==> config.mk <==
export PLATFORM = sky130hd
export DESIGN_NAME = dct8_row_stage
export DESIGN_NICKNAME = d
export VERILOG_FILES = /design/src/rtl/dct8_row_stage.sv
export SDC_FILE = /design/constraint.sdc
export NUM_CORES = 2
export LEC_CHECK = 0
export ABC_CLOCK_PERIOD_IN_PS = 10200
export CAP_MARGIN = 0
export CORE_UTILIZATION = 50
export DETAILED_ROUTE_END_ITERATION = 10
export GPL_ROUTABILITY_DRIVEN = 0
export PLACE_DENSITY = 0.72
export SLEW_MARGIN = 20
export SYNTH_ARGS = -nofsm -noshare
export SYNTH_HDL_FRONTEND = slang
export SYNTH_MEMORY_MAX_BITS = 65536
export SYNTH_SLANG_ARGS = --single-unit
==> constraint.sdc <==
create_clock -name clk -period 10.2 [get_ports clk]
set_clock_uncertainty 0.2 [all_clocks]
set_input_delay 1.53 -clock clk [delete_from_list [all_inputs] [get_ports clk]]
set_output_delay 1.53 -clock clk [all_outputs]
set_load 0.1 [all_outputs]
==> src/rtl/dct8_row_stage.sv <==
// ---------------------------------------------------------------------------
// dct8_row_stage
// Streaming 8-point 1D forward DCT, placed ahead of the 8x8 transpose buffer.
// Samples arrive one per enabled cycle, rows of 8 in raster order. Each row
// produces 8 coefficients, k = 0..7, one per enabled cycle.
//
// Ports:
//   clk      clock
//   rst      synchronous, active-high reset
//   ena_in   sample valid and pipeline advance; all state holds when low
//   S_in     signed input sample (IN_W)
//   S_out    signed DCT coefficient, registered (OUT_W)
//   ena_out  registered; high for one cycle per new S_out value
//   inv      (DCT_INVERSE_EN only) selects the transposed ROM, giving the
//            1D IDCT; sampled when a row's last sample is captured
//
// Optional feature macro: DCT_INVERSE_EN (undefined = forward DCT only).
//
// The cosine ROM holds the FRAC = 12 values of 2^FRAC * c(k)/2 *
// cos((2n+1)k*pi/16), where c(0) = 1/sqrt(2) and c(k>0) = 1.
// ---------------------------------------------------------------------------
module dct8_row_stage #(
   parameter int IN_W   = 12,
   parameter int OUT_W  = 12,
   parameter int COEF_W = 12,
   parameter int FRAC   = 12
) (
   input  logic                    clk,
   input  logic                    rst,
   input  logic                    ena_in,
`ifdef DCT_INVERSE_EN
   input  logic                    inv,
`endif
   input  logic signed [IN_W-1:0]  S_in,
   output logic signed [OUT_W-1:0] S_out,
   output logic                    ena_out
);

   localparam int PROD_W = IN_W + COEF_W;
   localparam int SUM_W  = PROD_W + 3;

   localparam logic signed [SUM_W-1:0] HALF  = SUM_W'(1) << (FRAC - 1);
   localparam logic signed [SUM_W-1:0] MAX_V = SUM_W'((1 << (OUT_W - 1)) - 1);
   localparam logic signed [SUM_W-1:0] MIN_V = -MAX_V - SUM_W'(1);

   // Cosine ROM entry C[k][n]. The angle index m = (2n+1)k mod 32 is folded
   // onto a quarter wave; m == 0 only occurs for k == 0, where c(0) applies.
   function automatic logic signed [COEF_W-1:0] coef(input logic [2:0] k,
                                                      input logic [2:0] n);
      int m;
      int mag;
      logic neg;
      m = ((2 * int'(n) + 1) * int'(k)) % 32;
      if (m > 16) m = 32 - m;
      neg = (m > 8);
      if (neg) m = 16 - m;
      case (m)
         0:       mag = 1448;
         1:       mag = 2009;
         2:       mag = 1892;
         3:       mag = 1703;
         4:       mag = 1448;
         5:       mag = 1138;
         6:       mag = 784;
         7:       mag = 400;
         default: mag = 0;
      endcase
      coef = COEF_W'(neg ? -mag : mag);
   endfunction

   function automatic logic signed [PROD_W-1:0] mul(input logic signed [IN_W-1:0]   a,
                                                    input logic signed [COEF_W-1:0] b);
      mul = PROD_W'(a) * PROD_W'(b);
   endfunction

   // Round half up, then drop the fractional bits with an arithmetic shift.
   function automatic logic signed [SUM_W-1:0] rnd(input logic signed [SUM_W-1:0] s);
      rnd = (s + HALF) >>> FRAC;
   endfunction

   function automatic logic signed [OUT_W-1:0] sat(input logic signed [SUM_W-1:0] r);
      if (r > MAX_V)      sat = OUT_W'(MAX_V);
      else if (r < MIN_V) sat = OUT_W'(MIN_V);
      else                sat = OUT_W'(r);
   endfunction

   logic signed [IN_W-1:0]   x_buf [0:7];
   logic signed [IN_W-1:0]   h_p0  [0:7];
   logic signed [PROD_W-1:0] prod_p1 [0:7];
   logic signed [SUM_W-1:0]  sum_p1;
   logic [2:0]               n_cnt;
   logic [2:0]               k_cnt;
   logic                     armed_p0;
   logic                     inv_p0;
   logic                     vld_p1;

`ifdef DCT_INVERSE_EN
   logic inv_s;
   assign inv_s = inv;
`else
   logic inv_s;
   assign inv_s = 1'b0;
`endif

   // Control: counters, arm flag, valid bits and the output register.
   always_ff @(posedge clk) begin
      if (rst) begin
         n_cnt    <= '0;
         k_cnt    <= '0;
         armed_p0 <= 1'b0;
         vld_p1   <= 1'b0;
         ena_out  <= 1'b0;
         S_out    <= '0;
      end else if (ena_in) begin
         n_cnt <= n_cnt + 3'd1;
         if (armed_p0) begin
            vld_p1 <= 1'b1;
            k_cnt  <= k_cnt + 3'd1;
            if (k_cnt == 3'd7) armed_p0 <= 1'b0;
         end else begin
            vld_p1 <= 1'b0;
         end
         // A completed row re-arms even on the cycle the previous row ends.
         if (n_cnt == 3'd7) begin
            k_cnt    <= '0;
            armed_p0 <= 1'b1;
         end
         if (vld_p1) begin
            S_out   <= sat(rnd(sum_p1));
            ena_out <= 1'b1;
         end else begin
            ena_out <= 1'b0;
         end
      end else begin
         ena_out <= 1'b0;
      end
   end

   // Stage 0 -> 1: sample capture, row hold, per-k products.
   always_ff @(posedge clk) begin
      if (ena_in) begin
         x_buf[n_cnt] <= S_in;
         if (n_cnt == 3'd7) begin
            for (int i = 0; i < 7; i++) h_p0[i] <= x_buf[i];
            h_p0[7] <= S_in;
            inv_p0  <= inv_s;
         end
         if (armed_p0) begin
            for (int i = 0; i < 8; i++)
               prod_p1[i] <= mul(h_p0[i], inv_p0 ? coef(3'(i), k_cnt)
                                                 : coef(k_cnt, 3'(i)));
         end
      end
   end

   // Stage 1 -> 2: full-width accumulation feeding the output register.
   always_comb begin
      sum_p1 = '0;
      for (int i = 0; i < 8; i++) sum_p1 = sum_p1 + SUM_W'(prod_p1[i]);
   end

endmodule
# Yosys cells after proc, flatten, opt, wreduce, memory -nomap -nowiden
# Memories as Yosys holds them, arrays and structs flattened.
# Index checks and enable logic that the tools add are counted.
dict set report classes {
  addsub 34
  n_mul 15
  n_lt_le_gt_ge 18
  eq_ne 2
  mux 96
  bitwise 8
  reduce_logical 19
}
# op count
set op_table {}
lappend op_table {{$mux W32} 48}
lappend op_table {{$mux W12} 34}
lappend op_table {{$gt A32 B5 Y1 const B} 8}
lappend op_table {{$sub A6 B32 Y32 const A} 8}
lappend op_table {{$logic_not A29 Y1} 8}
lappend op_table {{$mul A12 B12 Y24} 8}
lappend op_table {{$add A27 B24 Y27} 4}
lappend op_table {{$neg A12 Y12} 8}
lappend op_table {{$sub A7 B6 Y8 const A} 7}
lappend op_table {{$gt A6 B6 Y1 const B} 7}
lappend op_table {{$reduce_or A5 Y1} 7}
lappend op_table {{$add A26 B24 Y27} 1}
lappend op_table {{$add A27 B13 Y27 const B} 1}
lappend op_table {{$add A25 B24 Y26} 1}
lappend op_table {{$add A24 B24 Y25} 1}
lappend op_table {{$mul A4 B3 Y5 const A} 4}
lappend op_table {{$gt A15 B12 Y1 const B} 1}
lappend op_table {{$lt A15 B12 Y1 const B} 1}
lappend op_table {{$mux W1} 12}
lappend op_table {{$mul A3 B3 Y5 const A} 2}
lappend op_table {{$and A1 B1 Y1 const A} 7}
lappend op_table {{$sub A6 B3 Y7 const A} 1}
lappend op_table {{$add A3 B1 Y3 const B} 2}
lappend op_table {{$eq A3 B3 Y1 const B} 2}
lappend op_table {{7 further kinds} 9}
dict set report totals {
  reg_bits 21
  ram_bits 384
  mem_bits_ro 704
  out_inout_bits 13
  word_cells 209
  mem_count 11
}
# name depth word_bits rd rd_ports_with_merged_regs write_ports line_no
set memory_table {}
lappend memory_table {prod_p1 8 24 8 0 8 89} ;# logic signed [PROD_W-1:0] prod_p1 [0:7];
lappend memory_table {h_p0 8 12 8 0 8 88} ;# logic signed [IN_W-1:0] h_p0 [0:7];
lappend memory_table {x_buf 8 12 7 0 1 87} ;# logic signed [IN_W-1:0] x_buf [0:7];
lappend memory_table {{(name not given)} 8 11 1 0 0 57} ;# case (m)
lappend memory_table {{(name not given)} 8 11 1 0 0 57}
lappend memory_table {{(name not given)} 8 11 1 0 0 57}
lappend memory_table {{+5 memories} -- -- -- -- -- --}

# Depth between registers and ports, before layout
dict set report depth {
  depth_word 18
  ltp_mapped 50
}

# Worst setup path before layout
# Ideal clock, no wire load.
dict set report synth_timing {
  path_type {reg-to-reg}
  from {register k_cnt[0]}
  to {memory prod_p1[1][94] (netlist bit), data pin}
  setup_ps 259
  arrival_time_ps 10648
  t_required_ps 9741
  slack_ps -907
  stages_incl_launch_ff 46
  n_path_buf 7
  path_cell_list {dfxtp_1 buf_2 buf_2 buf_2 inv_1 buf_2 fa_1 inv_1 ha_1 inv_1 fa_1 clkbuf_1 and3_1 ha_1 nor3b_1 nand2_1 a21oi_1 a21oi_1 (+10 left out) fa_1 inv_1 ha_1 inv_1 fa_1 fa_1 fa_1 inv_1 ha_1 a21oi_1 o21ai_0 a2111o_1 a31o_2 nor4_1 nor3_1 a41o_1 o211ai_1 xnor2_1}
}
# element line_no
set synth_rtl {}
lappend synth_rtl {{start, declared} 92} ;# logic [2:0] k_cnt;
lappend synth_rtl {{start signal, assigned} 118} ;# k_cnt <= k_cnt + 3'd1;
lappend synth_rtl {{end, declared} 89}

==> impl_metrics.ini <==
[status]
outcome = finished, final reports clean

[cells_and_area]
drive_gt1_share_pct = 5.56
area_delta_synth_final_pct = 6.48
fin_nets = 7982
design_area_mm2 = 0.0673
n_fill_cell = 10700
layout_common_cells = 1336 x inv_1, 1242 x fa_1, 737 x nand2_1
fin_cells = 7896
final_common_cell = inv_1

[yosys]
synth_area_leaders = fa_1 39%, edfxtp_1 18%, ha_1 10%, inv_1 7.9%, nand2_1 4.4%
synth_seq_cells = 393
syn_area_mm2 = 0.0632
yosys_warnings = 0
yosysSeqAreaShare_pct = 18.3
synth_edf_count = 372
syn_inst = 6244
ys_async_sr_fraction_pct = 0
synth_top_area_cell = fa_1
synth.distinct_cells = 95
netlist.area_leader.share_pct = 39.4
synth_ff_type = edfxtp_1
synth_area_per_cell_um2 = 10.1

[global_route]
grt_pass1_wl_mm = 257
grt_max_degree = 110
grt_util_all_layers_pct = 26.1
overflow = 0
grt_pass1_vias = 46300
antenna_found_initial = 13

[detailed_routing]
drc = 0
ant_nets = 0
firstDrtPassIters = 6
wirelength_mm = 158
vias = 42800
via_per_inst = 5.41
first_iter_violations = 3243
wl_per_cell_um = 20.0

[pwr]
total_power_mw = 3.50
switching_share_pct = 22.9
internal_power_mw = 2.70
power_leakage_nw = 31.6
combPwrFrac_pct = 3.1
p_switching_uw = 802
powerDensity_mw_per_mm2 = 52.0
p_clk_share_pct = 46.4
ir_drop_uv = 113
seqPwrFrac_pct = 50.4

[clock_network]
cts.sinks = 393
cts_hold_buf = 0
cts_root_buf = clkbuf_16
clock_latency_ns = 0.61
clockBufferDepth = 3
cts_tree = done
clk_pin_slew_ns = 0.06
numCtsBuffers = 45
htree_levels = 2

[timing]
tightest_slew_ns = 1.12
relSlewSlack_pct = 24.7
max_freq_mhz = 101
hold_ws_ns = 0.212
finalHoldViolCount = 0
setup_viol = 0
period_needed_ns = 9.86
slew_violations = 0
final.period_utilization_pct = 96.6

[critical_path]
worstSetupEndpointType = flop
rr_endpoint = prod_p1[1][94]$_DFFE_PP_
crit_fanout = 13
r2r_setup_slack_ns = 0.34
rr_worst_depth = 42
cpMostUsedCell = ha_1
worstPathArrival_ns = 10.01
r2r_start = k_cnt[1]$_SDFFE_PP0P_
critPathSlowestCell = fa_1
startpoint_type = flop
required_ns = 10.36
critPathMaxStageDelay_ns = 0.59
crit_type = reg2reg

[hold_path]
min_from = x_buf[1][1]$_DFFE_PP_
hold_class = reg2reg
hold-path-endpoint = h_p0[0][13]$_DFFE_PP_
hold_depth = 0

[die]
core_mm2 = 0.125
fp.dieH_um = 357
die_x_um = 357
start_util_pct = 50.4
rows = 130
dieArea_mm2 = 0.128
ios = 28

[placed_design]
portBuffers = 27
dp_hpwl_mm = 130
place_area_mm2 = 0.0655
dp_cells = 7806

[flow_run]
maxCapViolCount = 0
[worst max path at each step]
stage | startpoint | endpoint | slack, ns
final | k_cnt[1]$_SDFFE_PP0P_ | prod_p1[1][94]$_DFFE_PP_ | 0.34
after global routing | k_cnt[1]$_SDFFE_PP0P_ | prod_p1[1][94]$_DFFE_PP_ | -0.05
after CTS | k_cnt[1]$_SDFFE_PP0P_ | prod_p1[0][95]$_DFFE_PP_ | 0.08
after detailed placement | k_cnt[1]$_SDFFE_PP0P_ | prod_p1[1][94]$_DFFE_PP_ | 0.03
after global placement | k_cnt[1]$_SDFFE_PP0P_ | prod_p1[1][94]$_DFFE_PP_ | 0.21
after floorplan | k_cnt[0]$_SDFFE_PP0P_ | prod_p1[1][94]$_DFFE_PP_ | 0.004
[registers in the layout, indices dropped and copies added, names as in the netlist]
name / flops
k_cnt: 3
ena_out: 1
prod_p1: 192
S_out: 12
armed_p0: 1
h_p0: 96
x_buf: 84
n_cnt: 3
vld_p1: 1
[cells in the mapped netlist, types with 46 or more instances]
library cell,instances
a21oi_1,132
and2_1,351
and3_1,46
clkbuf_1,193
edfxtp_1,372
fa_1,1245
ha_1,514
inv_1,1338
nand2_1,737
nand2b_1,66
nand3_1,53
nor2_1,200
nor2b_1,122
nor3_1,48
o21ai_0,97
or2_2,62
xnor2_1,213
[per-stage QoR]
step                setup TNS, ns  worst slack [ns]  util (%)
finish                          0             0.342      53.6
global route              -0.0665           -0.0490      53.6
CTS                             0            0.0848      53.4
detailed placement              0            0.0275      52.3
global placement                0             0.209      52.3
floorplan                       0           0.00387         -
[kinds of logic after synthesis]
kind of cell	Yosys count	share of synthesized area (%)
adders and majority gates	1759	49.6
and+or+nand+nor	1749	13.5
buffers and inverters	1583	9.52
AOI/OAI and AO/OA	487	5.15
DFF	393	18.3
xor gates and xnor gates	252	3.53
muxes	20	0.327
other	1	0.00594
[repair_timing]
action,4_1_cts,5_1_grt
pin swaps,0,7
buffers inserted,0,5
gates resized for setup,1,43
setup endpoints to repair,1,34
[critical path, delay by kind of cell, from the launching register on]
kind                     cells  cell delay, ns
adder cells (fa/ha/maj)     10            3.94
buffers and inverters        8            0.88
flip-flops                   1            0.37
XOR/XNOR                     3            0.55
AND/OR/NAND/NOR             10            1.04
AO/OA/AOI/OAI               11            2.63
[power groups by stage]
stage / Sequential [mW] / Combinational [mW] / Clock, mW
global route: 1.76 / 0.120 / 1.70
CTS: 1.76 / 0.108 / 1.65
detailed placement: 1.80 / 0.107 / 0
floorplan: 1.80 / 0.0549 / 0
finish: 1.76 / 0.109 / 1.63
global placement: 1.80 / 0.106 / 0
[metal layers]
metal / global-route usage [%] / share of wire, %
met5: 0 / 0.014
met4: 12.4 / 5.7
met3: 4.39 / 8.0
met2: 42.2 / 47
met1: 34.4 / 40
[final cells by class]
cell class / instances / area (um^2) / share of cell area [%]
multi-input combinational: 4273 / 45900 / 68.2
tap: 1650 / 2060 / 3.07
clock inverter: 35 / 324 / 0.482
timing repair buffer: 153 / 1230 / 1.82
sequential: 393 / 11600 / 17.2
clock buffer: 47 / 1130 / 1.69
antenna: 3 / 7.51 / 0.0112
inverter: 1342 / 5040 / 7.50
(Power assumes the default switching activity.)
